### src/rtl/sdram_cmd_monitor.sv
// sdram_cmd_monitor: passive SDR SDRAM command decoder and protocol checker.
// Decodes the pin command each clock, tracks the init sequence, per-bank
// open rows and ACT/PRE/AREF timings, and raises sticky error bits.
// Also counts reads, writes and refreshes.
module sdram_cmd_monitor #(
    parameter int T_RCD     = 3,
    parameter int T_RP      = 3,
    parameter int T_RFC     = 7,
    parameter int T_REF_MAX = 780,
    parameter int CNT_W     = 16
) (
    input  logic             iCLK,
    input  logic             iRST_n,
    input  logic             iCKE,
    input  logic             iCS_N,
    input  logic             iRAS_N,
    input  logic             iCAS_N,
    input  logic             iWE_N,
    input  logic [1:0]       iBA,
    input  logic [12:0]      iSA,
    input  logic             iCLR,
    output logic [2:0]       oCMD,
    output logic             oCMD_VALID,
    output logic             oINIT_DONE,
    output logic [2:0]       oCAS_LAT,
    output logic [2:0]       oBURST_LEN,
    output logic [6:0]       oERR,
    output logic [CNT_W-1:0] oRD_CNT,
    output logic [CNT_W-1:0] oWR_CNT,
    output logic [CNT_W-1:0] oREF_CNT
);

    localparam logic [2:0] CMD_NOP  = 3'd0;
    localparam logic [2:0] CMD_ACT  = 3'd1;
    localparam logic [2:0] CMD_RD   = 3'd2;
    localparam logic [2:0] CMD_WR   = 3'd3;
    localparam logic [2:0] CMD_PRE  = 3'd4;
    localparam logic [2:0] CMD_AREF = 3'd5;
    localparam logic [2:0] CMD_LMR  = 3'd6;
    localparam logic [2:0] CMD_BST  = 3'd7;

    // Timers hold "cycles since event" as seen at the next sample, and
    // saturate at the limit so an idle bank never looks like a violation.
    localparam int BT_MAX = (T_RCD > T_RP) ? T_RCD : T_RP;
    localparam int BT_W   = $clog2(BT_MAX + 1);
    localparam int RF_W   = $clog2(T_RFC + 1);
    localparam int RI_W   = $clog2(T_REF_MAX + 3);

    localparam logic [BT_W-1:0] RCD_LIM  = BT_W'(T_RCD);
    localparam logic [BT_W-1:0] RP_LIM   = BT_W'(T_RP);
    localparam logic [RF_W-1:0] RFC_LIM  = RF_W'(T_RFC);
    // Refresh interval counter: value T_REF_MAX+1 means the interval has just
    // been exceeded; it then parks one higher so the error fires only once.
    localparam logic [RI_W-1:0] REF_LATE = RI_W'(T_REF_MAX + 1);
    localparam logic [RI_W-1:0] REF_SAT  = RI_W'(T_REF_MAX + 2);

    typedef enum logic [2:0] {
        ST_INIT_PRE  = 3'd0,
        ST_INIT_REF1 = 3'd1,
        ST_INIT_REF2 = 3'd2,
        ST_INIT_LMR  = 3'd3,
        ST_RUN       = 3'd4
    } state_t;

    state_t state, state_nxt;
    logic   run;

    logic [2:0] cmd;
    logic       is_act, is_rd, is_wr, is_rw, is_pre, is_aref, is_lmr;
    logic       ap;

    logic [3:0]             bank_open;
    logic [3:0][12:0]       bank_row;
    logic [3:0][BT_W-1:0]   act_age;
    logic [3:0][BT_W-1:0]   pre_age;
    logic [RF_W-1:0]        rfc_age;
    logic [RI_W-1:0]        ref_int;
    logic [6:0]             viol;

    // Open rows are tracked for visibility in simulation/debug only.
    logic unused_row;
    assign unused_row = ^bank_row;

    // Pin decode; a deselected or clock-gated cycle is a NOP.
    always_comb begin
        cmd = CMD_NOP;
        if (iCKE && !iCS_N) begin
            case ({iRAS_N, iCAS_N, iWE_N})
                3'b011:  cmd = CMD_ACT;
                3'b101:  cmd = CMD_RD;
                3'b100:  cmd = CMD_WR;
                3'b010:  cmd = CMD_PRE;
                3'b001:  cmd = CMD_AREF;
                3'b000:  cmd = CMD_LMR;
                3'b110:  cmd = CMD_BST;
                default: cmd = CMD_NOP;
            endcase
        end
    end

    assign is_act  = (cmd == CMD_ACT);
    assign is_rd   = (cmd == CMD_RD);
    assign is_wr   = (cmd == CMD_WR);
    assign is_rw   = is_rd | is_wr;
    assign is_pre  = (cmd == CMD_PRE);
    assign is_aref = (cmd == CMD_AREF);
    assign is_lmr  = (cmd == CMD_LMR);
    assign ap      = iSA[10];

    // Init FSM state register.
    always_ff @(posedge iCLK or negedge iRST_n) begin
        if (!iRST_n) state <= ST_INIT_PRE;
        else         state <= state_nxt;
    end

    // Init FSM next state: only the expected command advances.
    always_comb begin
        state_nxt = state;
        case (state)
            ST_INIT_PRE:  if (is_pre && ap) state_nxt = ST_INIT_REF1;
            ST_INIT_REF1: if (is_aref)      state_nxt = ST_INIT_REF2;
            ST_INIT_REF2: if (is_aref)      state_nxt = ST_INIT_LMR;
            ST_INIT_LMR:  if (is_lmr)       state_nxt = ST_RUN;
            default:                        state_nxt = ST_RUN;
        endcase
    end

    // Init FSM outputs.
    always_comb begin
        run = 1'b0;
        if (state == ST_RUN) run = 1'b1;
    end

    assign oINIT_DONE = run;

    // Violation detection for the command sampled this cycle.
    always_comb begin
        viol    = '0;
        viol[0] = (is_act && bank_open[iBA]) || (is_lmr && (|bank_open));
        viol[1] = is_rw && !bank_open[iBA];
        viol[2] = is_rw && (act_age[iBA] < RCD_LIM);
        viol[3] = is_act && (pre_age[iBA] < RP_LIM);
        viol[4] = (cmd != CMD_NOP) && (rfc_age < RFC_LIM);
        viol[5] = run && (ref_int == REF_LATE);
        viol[6] = (is_act || is_rw) && !run;
    end

    // Per-bank open/row state and ACT/PRE timers; violating commands still apply.
    always_ff @(posedge iCLK or negedge iRST_n) begin
        if (!iRST_n) begin
            bank_open <= '0;
            bank_row  <= '0;
            act_age   <= {4{RCD_LIM}};
            pre_age   <= {4{RP_LIM}};
        end else begin
            for (int b = 0; b < 4; b++) begin
                if (is_act && iBA == 2'(b)) begin
                    bank_open[b] <= 1'b1;
                    bank_row[b]  <= iSA;
                    act_age[b]   <= BT_W'(1);
                end else if (act_age[b] < RCD_LIM) begin
                    act_age[b]   <= act_age[b] + 1'b1;
                end

                if ((is_pre && (ap || iBA == 2'(b))) || (is_rw && ap && iBA == 2'(b))) begin
                    bank_open[b] <= 1'b0;
                    pre_age[b]   <= BT_W'(1);
                end else if (pre_age[b] < RP_LIM) begin
                    pre_age[b]   <= pre_age[b] + 1'b1;
                end
            end
        end
    end

    // Refresh timers: short AREF recovery window and long refresh interval.
    always_ff @(posedge iCLK or negedge iRST_n) begin
        if (!iRST_n) begin
            rfc_age <= RFC_LIM;
            ref_int <= REF_SAT;
        end else if (is_aref) begin
            rfc_age <= RF_W'(1);
            ref_int <= RI_W'(1);
        end else begin
            if (rfc_age < RFC_LIM) rfc_age <= rfc_age + 1'b1;
            if (ref_int < REF_SAT) ref_int <= ref_int + 1'b1;
        end
    end

    // Mode register capture once the LMR step of init has been reached.
    always_ff @(posedge iCLK or negedge iRST_n) begin
        if (!iRST_n) begin
            oCAS_LAT   <= '0;
            oBURST_LEN <= '0;
        end else if (is_lmr && (state == ST_INIT_LMR || state == ST_RUN)) begin
            oCAS_LAT   <= iSA[6:4];
            oBURST_LEN <= iSA[2:0];
        end
    end

    // Registered command report, sticky errors and saturating counters.
    always_ff @(posedge iCLK or negedge iRST_n) begin
        if (!iRST_n) begin
            oCMD       <= CMD_NOP;
            oCMD_VALID <= 1'b0;
            oERR       <= '0;
            oRD_CNT    <= '0;
            oWR_CNT    <= '0;
            oREF_CNT   <= '0;
        end else begin
            oCMD       <= cmd;
            oCMD_VALID <= (cmd != CMD_NOP);
            if (iCLR) begin
                oERR     <= '0;
                oRD_CNT  <= '0;
                oWR_CNT  <= '0;
                oREF_CNT <= '0;
            end else begin
                oERR <= oERR | viol;
                if (is_rd   && oRD_CNT  != '1) oRD_CNT  <= oRD_CNT  + 1'b1;
                if (is_wr   && oWR_CNT  != '1) oWR_CNT  <= oWR_CNT  + 1'b1;
                if (is_aref && oREF_CNT != '1) oREF_CNT <= oREF_CNT + 1'b1;
            end
        end
    end

endmodule

### config.mk
export PLATFORM = sky130hd
export DESIGN_NAME = sdram_cmd_monitor
export DESIGN_NICKNAME = d
export VERILOG_FILES = /design/src/rtl/sdram_cmd_monitor.sv
export SDC_FILE = /design/constraint.sdc
export NUM_CORES = 1
export LEC_CHECK = 0
export CAP_MARGIN = 20
export CELL_PAD_IN_SITES_DETAIL_PLACEMENT = 1
export CELL_PAD_IN_SITES_GLOBAL_PLACEMENT = 2
export CORE_ASPECT_RATIO = 0.5
export CORE_UTILIZATION = 33
export DETAILED_ROUTE_END_ITERATION = 7
export GPL_TIMING_DRIVEN = 0
export PLACE_DENSITY_LB_ADDON = 0.1
export SLEW_MARGIN = 15
export SYNTH_ARGS = -nofsm -noshare
export SYNTH_HDL_FRONTEND = slang
export SYNTH_SLANG_ARGS = --single-unit
### constraint.sdc
create_clock -name iCLK -period 2.43 [get_ports iCLK]
set_input_delay 0.6075 -clock iCLK [delete_from_list [all_inputs] [get_ports iCLK]]
set_output_delay 0.6075 -clock iCLK [all_outputs]
set_load 0.01 [all_outputs]
==> metrics.txt <==
Max Transition Viols Final 0; met3 GRT Util 0.0343; Initial DRC Count 150; Final #Nets 642; Slew @ Worst Pin 0.736 ns; fin util 0.441; met1 Usage GRT 0.254; critical path peak fanout 8; DRT Pass-1 Iters 4; die area 16100 um^2; GRT Residual Overflow 0; Top Usage Layer GRT met2; CTS buffer count 9; fin crit share 0.934; PortBufs 80; CP required 2.72 ns; Hold Fails Final Rpt 0; WL/cell 16.8 um; met2 Usage GRT 0.286; routed vias/inst 5.17; Avg Cell Area, Syn 10.0 um^2; num rows 31; CTS hold repair buffers 0; vias in the first global route 4391; Worst R2R Path Depth 7; Ports 89; non-filler cells in the finished layout 808; Setup violations, final 0; most frequent cells in the layout nor2_1 (84), dfrtp_1 (77), clkdlybuf4s50_1 (77); die height 90.2 um; Crit. End Element flop; Leak Pwr 2.73 nW; H-Tree Level Count 3; WS Path Type in -> reg; core box area 14800 um^2; clk buf depth 2; Post-Route WL 13600 um; first-pass GRT wire length 22800 um; yosys warns 0; post-DP HPWL 9980 um; Netlist cell types 46; outcome finished clean; FMAX 440 MHz; clk_lat worst skew 0.34 ns; setup bufs post-CTS 0; vias after detailed routing 4177; CTS tree yes; Mapped Cells 513; Max-Cap Viols 0; Starting Density 0.346; area grow syn2layout 27.3%; worst hold path type in -> async; commonest non-fill, non-tap cell in the layout nor2_1; Inst Count DP 792; initial antenna violation count 0; cell area after synthesis 5130 um^2; final setup skew 0.0109 ns; largest net degree at the start of global routing 57; RSZ-0062 raised after global routing false; Tot GR Track Use 0.180; Period minus WS final 2.27 ns; final setup TNS 0 ns; Total Power 4.96 mW; antenna fix cells 0; worst rel slew slack 0.509; syn_nets 550; share of cells above drive strength 1 0.115; WP data arrival 2.56 ns; post-synthesis sequential area ratio 0.498; Cell Pwr Density 759 nW/um^2; Peak VDD IR 0.361 mV; Root Driver clkbuf_16; die width 178 um; Setup crit start kind primary input; Post-route DRC 0; clock transition at the registers of the reported paths 0.07 ns; clk sink count 101; ANT nets after route 0; Final Wtd Congestion 0.761; Seq cells post-synth 101
[per-stage QoR]
stage	hold slack (ns)	setup WS (ns)	area [um^2]
final	0.190	0.159	6530
after global routing	0.218	0.0153	6530
after CTS	0.207	-0.0982	6500
after detailed placement	0.467	-0.590	6210
after global placement	0.462	-3.42	6180
after floorplan	0.312	0.478	5130
[synthesized netlist by cell type (all sizes together)]
cell     number  area, um^2
mux4          1        22.5
or3           6        37.5
and2          7        43.8
nand4        19         131
o2111ai       6        58.8
nor3b         3        22.5
xnor2         6        52.6
o21ai        19        98.8
nand2b        5        31.3
o311ai        1        8.76
a41oi         1        8.76
nor2         84         315
a21oi        15        75.1
and4          5        43.8
a31o          1        8.76
clkbuf       16        60.1
nand4bb       2        38.8
o21a          7        52.6
nand2        39         146
xor2         46         403
inv           7        26.3
mux2          9         101
a221oi        1        8.76
or2           1        6.26
and3         10        62.6
nor2b         3        18.8
nor3         13        65.1
a31oi         4        25.0
nor4          7        56.3
dfstp        24         631
o211ai        9        67.6
mux2i        10         100
nand3        25         125
or4           4        33.8
a211oi        3        22.5
buf           2        10.0
o211a         1        10.0
dfrtp        77        1930
ha           14         175
[logic make-up after synthesis]
family / Yosys count / synth area share
DFF: 101 / 0.498
and+or+nand+nor: 233 / 0.230
AOI/OAI and AO/OA: 68 / 0.0868
muxes: 20 / 0.0436
xor gates and xnor gates: 52 / 0.0887
buffers and inverters: 25 / 0.0188
adders and majority gates: 14 / 0.0341
[cell type report]
cell class                      instances  area (um^2)
Buffer                                 18         72.6
Clock buffer                           13          260
Clock inverter                          3         20.0
Fill cell                            1683         8280
Inverter                                7         26.3
Multi-Input combinational cell        387         2520
Sequential cell                       101         2560
Tap cell                              198          248
Timing Repair Buffer                   81          831
[worst max-delay path, cell delays in order]
cell,delay [ns]
clkdlybuf4s50_1,0.56
nand2b_1,0.08
clkbuf_1,0.20
or3_1,0.38
clkbuf_1,0.21
nor3_1,0.35
nand2b_1,0.16
[sequential cells by signal, indices dropped and copies added, names as in the netlist]
| register | count |
|---|---|
| oRD_CNT | 16 |
| oREF_CNT | 16 |
| oWR_CNT | 16 |
| ref_int | 10 |
| act_age | 8 |
| pre_age | 8 |
| oERR | 7 |
| bank_open | 4 |
| oBURST_LEN | 3 |
| oCAS_LAT | 3 |
| oCMD | 3 |
| rfc_age | 3 |
| state | 3 |
| oCMD_VALID | 1 |
[where the power goes]
group          internal [mW]  total [mW]  switching (mW)
logic                  0.568        1.13           0.566
clock network          0.754        1.40           0.642
registers               2.14        2.43           0.285
[path summary, 6_finish.rpt]
path	start	to	slack (ns)
max reg2reg	oRD_CNT[0]	oRD_CNT[13]	0.23
max	iCKE	act_age[0]	0.16
min in group iCLK	rfc_age[0]	rfc_age[0]	0.48
max in group asynchronous	iRST_n	act_age[7]	1.54
min reg2reg	rfc_age[0]	rfc_age[0]	0.48
min	iRST_n	oREF_CNT[13]	0.19
[timing repair]
action | in CTS | in global routing
setup endpoints to repair | 24 | 38
resized for setup | 3 | 10
pin swaps | 0 | 0
[per-layer routing]
layer,wire (um),share of wire
met1,6830,0.50
met4,148,0.011
met2,6290,0.46
met3,328,0.024
met5,0,0
No activity file was read; power rests on OpenSTA's default activity.
